## src/rtl/mult_ctrl_pkg.sv

```systemverilog
// Shared op codes and controller state encoding for the shift-and-add multiplier.
// Imported by the controller and by the X/Y/Z/ULA datapath for op decode.
package mult_ctrl_pkg;

  localparam logic [1:0] OP_HOLD  = 2'b00;
  localparam logic [1:0] OP_LOAD  = 2'b01;
  localparam logic [1:0] OP_SHIFT = 2'b10;
  localparam logic [1:0] OP_CLEAR = 2'b11;

  localparam logic ULA_PASS_A = 1'b0;
  localparam logic ULA_ADD    = 1'b1;

  typedef enum logic [2:0] {
    IDLE   = 3'd0,
    LOAD_X = 3'd1,
    LOAD_Y = 3'd2,
    ADD    = 3'd3,
    SHIFT  = 3'd4,
    DONE   = 3'd5
  } state_e;

endpackage

```

## src/rtl/mult_iter_counter.sv

```systemverilog
// Iteration counter: clear has priority over increment; last flags the final pass.
// Holds its value when neither clear nor increment is asserted.
module mult_iter_counter #(
  parameter int WIDTH = 4,
  parameter int CNT_W = $clog2(WIDTH) + 1
) (
  input  logic             clk,
  input  logic             rst,
  input  logic             clr_i,
  input  logic             inc_i,
  output logic [CNT_W-1:0] cnt_o,
  output logic             last_o
);

  logic [CNT_W-1:0] cnt_q;
  logic [CNT_W-1:0] cnt_d;

  always_comb begin
    cnt_d = cnt_q;
    if (clr_i) begin
      cnt_d = '0;
    end else if (inc_i) begin
      cnt_d = cnt_q + CNT_W'(1);
    end
  end

  always_ff @(posedge clk or posedge rst) begin
    if (rst) begin
      cnt_q <= '0;
    end else begin
      cnt_q <= cnt_d;
    end
  end

  assign cnt_o  = cnt_q;
  assign last_o = (cnt_q == CNT_W'(WIDTH - 1));

endmodule

```

## src/rtl/mult_seq_ctrl.sv

```systemverilog
// Shift-and-add multiplier controller: start/done handshake, iteration counter,
// early exit once Y is zero. Outputs decode from the registered state.
module mult_seq_ctrl #(
  parameter int WIDTH = 4,
  parameter int CNT_W = $clog2(WIDTH) + 1
) (
  input  logic             clk,
  input  logic             rst,
  input  logic             start,
  input  logic             y_lsb,
  input  logic             y_zero,
  output logic [1:0]       x_op,
  output logic [1:0]       y_op,
  output logic [1:0]       z_op,
  output logic             ula_op,
  output logic             in_sel,
  output logic             busy,
  output logic             done,
  output logic [CNT_W-1:0] iter
);

  import mult_ctrl_pkg::*;

  state_e state_q;
  state_e state_d;
  logic   cnt_clr;
  logic   cnt_inc;
  logic   cnt_last;

  mult_iter_counter #(
    .WIDTH (WIDTH),
    .CNT_W (CNT_W)
  ) u_iter (
    .clk    (clk),
    .rst    (rst),
    .clr_i  (cnt_clr),
    .inc_i  (cnt_inc),
    .cnt_o  (iter),
    .last_o (cnt_last)
  );

  always_ff @(posedge clk or posedge rst) begin
    if (rst) begin
      state_q <= IDLE;
    end else begin
      state_q <= state_d;
    end
  end

  always_comb begin
    state_d = state_q;
    x_op    = OP_HOLD;
    y_op    = OP_HOLD;
    z_op    = OP_HOLD;
    ula_op  = ULA_PASS_A;
    in_sel  = 1'b0;
    busy    = 1'b0;
    done    = 1'b0;
    cnt_clr = 1'b0;
    cnt_inc = 1'b0;
    case (state_q)
      IDLE: begin
        if (start) state_d = LOAD_X;
      end
      LOAD_X: begin
        x_op    = OP_LOAD;
        y_op    = OP_CLEAR;
        z_op    = OP_CLEAR;
        busy    = 1'b1;
        state_d = LOAD_Y;
      end
      LOAD_Y: begin
        y_op    = OP_LOAD;
        in_sel  = 1'b1;
        busy    = 1'b1;
        cnt_clr = 1'b1;
        state_d = ADD;
      end
      ADD: begin
        busy = 1'b1;
        // y_zero wins over y_lsb so a glitched status pair never loads Z
        if (y_zero) begin
          state_d = DONE;
        end else begin
          ula_op  = ULA_ADD;
          if (y_lsb) z_op = OP_LOAD;
          state_d = SHIFT;
        end
      end
      SHIFT: begin
        x_op    = OP_SHIFT;
        y_op    = OP_SHIFT;
        busy    = 1'b1;
        cnt_inc = 1'b1;
        state_d = cnt_last ? DONE : ADD;
      end
      DONE: begin
        done    = 1'b1;
        state_d = start ? LOAD_X : IDLE;
      end
      default: state_d = IDLE;
    endcase
  end

endmodule

```

## config.mk

```make
export PLATFORM = sky130hd
export DESIGN_NAME = mult_seq_ctrl
export DESIGN_NICKNAME = d
export VERILOG_FILES = /design/src/rtl/mult_ctrl_pkg.sv /design/src/rtl/mult_iter_counter.sv /design/src/rtl/mult_seq_ctrl.sv
export SDC_FILE = /design/constraint.sdc
export NUM_CORES = 1
export LEC_CHECK = 0
export ABC_CLOCK_PERIOD_IN_PS = 1900
export CAP_MARGIN = 20
export CORE_AREA = 10 10 47 49
export CTS_CLUSTER_DIAMETER = 150
export CTS_CLUSTER_SIZE = 24
export DETAILED_ROUTE_END_ITERATION = 16
export DIE_AREA = 0 0 57 59
export RECOVER_POWER = 100
export SLEW_MARGIN = 0
export SYNTH_ARGS = -nofsm -noshare
export SYNTH_HDL_FRONTEND = slang
export SYNTH_SLANG_ARGS = --single-unit
```

## constraint.sdc

```tcl
create_clock -name clk -period 1.9 [get_ports clk]
set_input_delay 0.475 -clock clk [delete_from_list [all_inputs] [get_ports clk]]
set_output_delay 0.475 -clock clk [all_outputs]
set_load 0.01 [all_outputs]
```

==> results.txt, run 1 <==
- Status: finished clean
* Worst Setup End Kind: output port
* Top cells by area, synth: dfrtp_1 (34%), nor3b_1 (6.8%), a211o_1 (5.9%)
- Dividing the detail-routed wire length by the instance count gives 13.0 um.
- Ordered list of cells on the worst path: clkdlybuf4s50_1 -> nand2b_1 -> a21oi_1 -> clkbuf_2
- The number of nets in the synthesized netlist is 55.
* Fin nets: 79
- The first routing iteration left 4 violations.
- Die outline area: 3360 um^2
* Final count of pins violating max slew: 0
- Worst IR drop on VDD: 0.671 mV
- The longest clock path from root to sink contains 2 buffers.
- CTS placed an instance of clkbuf_4 at the clock tree root.
* Cell Area, Placed: 649 um^2
* Final Instance Area: 648 um^2
- Die Ht: 59 um
- Startpoint types: input pin
- Synthesis produced 48 cells.
- DRT antenna net count: 0
- Counting flops with an async set or reset pin after synthesis yields a share of 100%.
* Ys Warns: 0
- Synthesized area divided by synthesized cell count: 9.23 um^2
- In this run the static leakage power is 0.331 nW.
* Remaining routing DRC violations: 0
- Slew at the pin with the worst max-slew slack: 0.307 ns
- Along the worst path, the maximum fanout reaches 3.
- The number of hold violations in the final report came to 0.
* Pwr per Cell Area: 1690 nW/um^2
- From synthesis to final layout, the design area changed by 46.3%.
* Vias in the first global route: 407
- Maximum cell stage delay along the critical path: 0.43 ns
- Maximum number of pins on one net before global-route repair: 11
* Cell with the largest stage delay on the worst path: clkdlybuf4s50_1
- Summed over all nets, the half-perimeter wirelength after detailed placement is 887 um.
* Buf/Inv on CP: 2
- Clock input transition at the sequential cells of the worst setup and hold paths: 0.05 ns
- Leading cell types in the layout, fill and taps excluded: dlygate4sd2_1 (8), nor2_1 (6), dlygate4sd3_1 (5)
* Netlist cell types: 24
* Die W: 57 um
- Floorplan row count: 14
* Post-synthesis sequential element count: 6
- Worst r2r src: u_iter.cnt_o[0]$_DFFE_PP0P_
* Most common cell after layout, fill and taps aside: dlygate4sd2_1
* DRT Pass-1 Iters: 2
- The initial antenna violation count came to 0.
- In this run the number of H-tree levels came out at 1.
* I/O pin total: 18
- The total overflow left after global routing is 0.
- Top-area cell type share of the netlist area: 33.9%
- Hold Path Class: register to register
- Routed via count: 422
- In the routed layout, each cell is associated on average with a via count of 4.91.
* Global-route usage over all layers: 7.16%
* Ratio of cells with drive above 1 in the final layout: 15.7%
- The core region is 1400 um^2.
- The most used flip-flop cell after synthesis is dfrtp_1.
* Arrival time of the worst setup path: 1.35 ns
- Slew margin rel.: 79.5%
- Setup repair after global routing missed its margin: false
* Count of flip-flops with a built-in enable after synthesis: 0
- The critical path is of the input pin to output port type.
* WP data required: 1.42 ns
- Measured on the finished design, the core utilization comes to 46.3%.
- The final layout contains routed wiring with a total length of 1120 um.
- Static timing analysis puts the maximum clock frequency at 0.548 GHz.
- The critical path starts at y_zero.
- Ant. Diodes: 0
- The later pin in the worst-skew pair is clocked with a latency of 0.25 ns.
- The startpoint identified for the worst hold timing path is u_iter.cnt_o[2]$_DFFE_PP0P_.
- Input/output buffers: 17
* First-pass GRT wire length: 1910 um
* Synthesized cell area: 443 um^2
- Number of clock buffers inserted by TritonCTS: 3
- The clock drives 6 sinks.
- Of the synthesized area, sequential elements account for 33.9%.
* Setup clock skew after layout: 0.00486 ns
- The synthesized design spends more area on one cell type than any other, namely dfrtp_1.
- Setup-failing EPs final: 0
- In the finished design, the share of the clock period the worst path needs comes to 96.1%.
* Clock tree from TritonCTS: done
* Post-layout minimum cycle time: 1.83 ns
- Final weighted congestion of routability-driven global placement: 0.730
- Kind of cell with the highest combined delay on the critical path: buffers and inverters
- After layout, the design draws a total of 1.10 mW.
- Initial core utilization: 31.6%
- Max Cap Violations: 0
## registers in the layout, summed over array words and instances (netlist names)
signal	count
state_q	3
u_iter.cnt_o	3
## per-layer routing
metal / wire length, um / up-vias / GRT usage [%] / share of wire, %
li1: - / 219 / - / -
met1: 479 / 192 / 7.57 / 43
met2: 529 / 7 / 10.5 / 47
met3: 81 / 4 / 4.08 / 7.2
met4: 29 / 0 / 5.03 / 2.6
met5: 0 / - / 0 / 0
## per-stage QoR
step / hold slack, ns / worst slack (ns) / TNS [ns] / cells
final: 0.535 / 0.0741 / 0 / 86
after global routing: 0.573 / 0.0230 / 0 / 86
after CTS: 0.462 / 0.0524 / 0 / 86
after detailed placement: 0.524 / -0.345 / -0.583 / 83
after global placement: 0.525 / -0.307 / -0.532 / 83
after floorplan: 0.266 / 0.445 / 0 / 48
## cell families after synthesis
family,Yosys count,share of synthesized area [%]
AND/OR/NAND/NOR,21,30.5
AO/OA/AOI/OAI,10,17.0
buffers and inverters,7,9.04
flip-flops,6,33.9
XOR/XNOR,2,3.96
adder cells (fa/ha/maj),2,5.65
## where the power goes
group | total, mW | internal, mW | switching, mW | leakage, nW
registers | 0.264 | 0.186 | 0.0784 | 0.0751
clock network | 0.123 | 0.0718 | 0.0509 | 0.0138
logic | 0.711 | 0.368 | 0.343 | 0.242
total | 1.10 | 0.626 | 0.472 | 0.331
## worst paths after layout
| path | end | slack (ns) | cells after the start |
|---|---|---|---|
| worst max-delay path | z_op[0] | 0.07 | 4 |
| min in group asynchronous | state_q[1]$_DFFE_PP0P_ | 0.58 | 2 |
| worst max register to register | state_q[1]$_DFFE_PP0P_ | 0.49 | 4 |
| max in group asynchronous | state_q[0]$_DFFE_PP0P_ | 1.11 | 2 |
| worst min register to register | u_iter.cnt_o[2]$_DFFE_PP0P_ | 0.53 | 1 |
| worst min-delay path | u_iter.cnt_o[2]$_DFFE_PP0P_ | 0.53 | 1 |
## cells in the mapped netlist, drive strengths merged (2+ instances only)
cell type,instances
nor3b,4
nor2,6
nand2b,2
dfrtp,6
a21oi,2
or2b,2
inv,3
nor4b,2
xnor2,2
a211o,3
buf,4
ha,2
## worst reg2reg max path: stages, from the launching register on
cell and delay [ns]:
dfrtp_1 0.41, ha_1 0.22, ha_1 0.19, or4b_1 0.45, o21ai_0 0.08
## area by class of cell
cell class                      count  area, um^2
Inverter                            3        11.3
Timing Repair Buffer               23         186
Sequential cell                     6         153
Tap cell                           16        20.0
Clock buffer                        3        22.5
Multi-Input combinational cell     35         255
Fill cell                         150         753
## timing repair
| item | 4_1_cts | 5_1_grt |
|---|---|---|
| resized for setup | 16 | 3 |
| hold endpoints to repair | 0 | 0 |
| buffers inserted | 0 | 0 |
| endpoints found under the setup margin | 10 | 1 |
| hold buffers | 0 | 0 |
Power figures use the tool's default switching activity.
==> run 2: changes to the inputs <==
--- a/config.mk
+++ b/config.mk
@@ -10,2 +10,3 @@
 export CORE_AREA = 10 10 47 49
+export CTS_BUF_LIST = sky130_fd_sc_hd__clkbuf_8
 export CTS_CLUSTER_DIAMETER = 150
--- a/constraint.sdc
+++ b/constraint.sdc
@@ -3,2 +3,2 @@
 set_output_delay 0.475 -clock clk [all_outputs]
-set_load 0.01 [all_outputs]
+set_load 0.02 [all_outputs]
==> run 2 against run 1 <==
Global-route usage up 0.18 points. Combinational power up 15%. Via count up 1.2%. Worst hold slack better by 0.0018 ns. Flip-flop and latch count unchanged. Register-to-register slack about the same. Count of clock-buffer cells in the layout unchanged. Critical path type unchanged. Critical endpoint unchanged. Largest cell class unchanged. Highest routed layer unchanged.
==> results.txt, run 2 (same netlist as run 1, synthesis figures left out) <==
- Gr ovfl total: 0 (unchanged)
- The highest ir drop seen on vdd came to 0.851 mV (was 0.671 mV).
* Worst Setup End Kind: output port (unchanged)
- Status: finished clean (unchanged)
* P_leak: 0.342 nW (was 0.331 nW)
* Clock input transition at the sequential cells of the worst setup and hold paths: 0.04 ns (was 0.05 ns)
* Setup-failing EPs final: 0 (unchanged)
* Hold Path Class: register to register (unchanged)
* Slew at the pin with the worst max-slew slack: 0.318 ns (was 0.307 ns)
* Number of post-CTS setup repair buffers: 0 (unchanged)
* Vias in the first global route: 416 (was 407)
- Leading cell types in the layout, fill and taps excluded: dlygate4sd2_1 (7), nor2_1 (6), dlygate4sd3_1 (5), buf_4 (5), dfrtp_1 (5) (was dlygate4sd2_1 (8), nor2_1 (6), dlygate4sd3_1 (5))
- The number of hold violations in the final report came to 0 (unchanged).
* WP data required: 1.42 ns (about the same)
- I/O pin total: 18 (unchanged)
- The global-route wire length before repair came to 1940 um (was 1910 um).
- Via count normalized by instance count: 4.97 (was 4.91)
- Switching pwr: 0.591 mW (was 0.472 mW)
- Floorplan row count: 14 (unchanged)
- The commonest non-fill, non-tap cell in the layout was dlygate4sd2_1 (unchanged).
* DRT Pass-1 Iters: 4 (was 2)
- Maximum number of pins on one net before global-route repair: 11 (unchanged)
- The total length of routed wires is 1160 um (was 1120 um).
- The max-slew violation total from the final report is 0 (unchanged).
* Number of non-filler instances in the completed layout: 86 (unchanged)
- The highest fanout seen on the critical path is 3 (unchanged).
- Number of H-tree levels: 1 (unchanged)
* Share of total power in combinational logic: 64.2% (was 64.8%)
- The post-route antenna net violation count was 0 (unchanged).
- Sequential cell fraction of total power: 20.3% (was 24.1%)
* Power Internal: 0.687 mW (was 0.626 mW)
- Area of combinational cells with multiple inputs: 253 um^2 (was 255 um^2)
- The die width was 57 um (unchanged).
- Highest clock rate: 0.541 GHz (was 0.548 GHz)
- The post-layout net count is 79 (unchanged).
- Remaining routing DRC violations: 0 (unchanged)
- The initial cell density of the core was 31.6% (unchanged).
* Kind of critical path: input pin to output port (unchanged)
* Antenna violations before repair: 0 (unchanged)
- The sum of negative setup slack is 0 ns (unchanged).
* Pwr per Cell Area: 1930 nW/um^2 (was 1690 nW/um^2)
- The switching share of total power was 46.3% (was 43.0%).
- The final period demand of the worst path is 1.85 ns (was 1.83 ns).
* Final weighted congestion of routability-driven global placement: 0.730 (unchanged)
* Share of the cycle needed by the critical path after routing: 97.2% (was 96.1%)
- Ant. Diodes: 0 (unchanged)
- Max Cap Violations: 0 (unchanged)
* Global-route usage over all layers: 7.34% (was 7.16%)
- The depth of the worst register-to-register path is 4 (unchanged).
- Register Area: 151 um^2 (was 153 um^2)
- Clock tree from TritonCTS: done (unchanged)
- Routed via count: 427 (was 422)
- Clock root cell: clkbuf_8 (was clkbuf_4)
- Number of clock buffers inserted by TritonCTS: 3 (unchanged)
- The fraction of final layout cells with drive strength greater than 1 is 15.7% (unchanged).
- Setup repair after global routing missed its margin: false (unchanged)
- The area inside the core boundary came to 1400 um^2 (unchanged).
* Arrival time of the worst setup path: 1.37 ns (was 1.35 ns)
* Startpoint types: input pin (unchanged)
- WL/cell: 13.5 um (was 13.0 um)
- Input/output buffers: 17 (unchanged)
- The die outline area is 3360 um^2 (unchanged).
- Maximum number of buffers from clock root to sink: 2 (unchanged)
- Clock sink count: 6 (unchanged)
- The DRC marker count from the first detailed-route iteration came to 14 (was 4).
- The synthesis-to-finish area growth is 49.7% (was 46.3%).
- The overall die height is 59 um (unchanged).
- Number of fillers in the final layout: 149 (was 150)
- Hold Path Stages: 1 (unchanged)
- The number of placed cells counting well taps is 83 (unchanged).
- The worst slew slack as a fraction of its limit was 78.8% (was 79.5%).
* Post-DP HPWL: 891 um (was 887 um)
- Proportion of power drawn by the clock network: 15.5% (was 11.2%)
* Utilization of the core after routing: 47.3% (was 46.3%)
* Clock latency of the later-clocked register in the worst-skew pair: 0.23 ns (was 0.25 ns)
* Setup clock skew after layout: 0.00400 ns (was 0.00486 ns)
-- run 2: timing repair --
action,4_1_cts,5_1_grt
hold buffers,0,0
gates resized for setup,15,4
endpoints found under the setup margin,10,2
hold endpoints to repair,0,0
cloned,0,0
-- run 2: layout make-up --
cell class | instances | share of cell area [%]
Multi-Input combinational cell | 35 | 38.1
Timing Repair Buffer | 23 | 28.1
Sequential cell | 6 | 22.8
Clock buffer | 3 | 6.23
Tap cell | 16 | 3.02
Inverter | 3 | 1.70
-- run 2: metrics by stage --
step / hold slack (ns) / total power, mW / setup slack (ns) / area [um^2]
6_report: 0.536 / 1.28 / 0.0523 / 663
2_1_floorplan: 0.266 / 0.806 / 0.306 / 443
4_1_cts: 0.487 / 1.32 / 0.0100 / 677
5_1_grt: 0.570 / 1.39 / 0.00122 / 663
3_5_place_dp: 0.524 / 1.21 / -0.410 / 649
3_3_place_gp: 0.525 / 1.21 / -0.375 / 649
-- run 2: power by group through the flow --
| stage | Combinational, mW | Sequential, mW | Clock [mW] |
|---|---|---|---|
| 2_1_floorplan | 0.559 | 0.247 | 0 |
| 3_3_place_gp | 0.943 | 0.263 | 0 |
| 3_5_place_dp | 0.946 | 0.260 | 0 |
| 4_1_cts | 0.860 | 0.262 | 0.202 |
| 5_1_grt | 0.903 | 0.272 | 0.211 |
| 6_report | 0.821 | 0.259 | 0.198 |
-- run 2: per-layer routing --
| layer | track usage (%) | vias up | part of all wire (%) |
|---|---|---|---|
| li1 | - | 216 | - |
| met3 | 4.72 | 4 | 8.3 |
| met1 | 7.84 | 199 | 42 |
| met4 | 5.03 | 0 | 2.9 |
| met2 | 10.4 | 8 | 47 |
| met5 | 0 | - | 0 |
-- run 2: critical path, cell delays in order --
cell and delay (ns):
clkdlybuf4s50_1 0.43, nand2b_1 0.16, a21oi_1 0.13, buf_2 0.18
-- run 2: final timing paths --
check / start / end / slack [ns]
worst max register to register: u_iter.cnt_o[0]$_DFFE_PP0P_ / state_q[1]$_DFFE_PP0P_ / 0.49
min in group asynchronous: rst / state_q[1]$_DFFE_PP0P_ / 0.61
max in group asynchronous: rst / state_q[1]$_DFFE_PP0P_ / 1.07
worst min-delay path: u_iter.cnt_o[2]$_DFFE_PP0P_ / u_iter.cnt_o[2]$_DFFE_PP0P_ / 0.54
worst min register to register: u_iter.cnt_o[2]$_DFFE_PP0P_ / u_iter.cnt_o[2]$_DFFE_PP0P_ / 0.54
worst max-delay path: y_zero / z_op[0] / 0.05
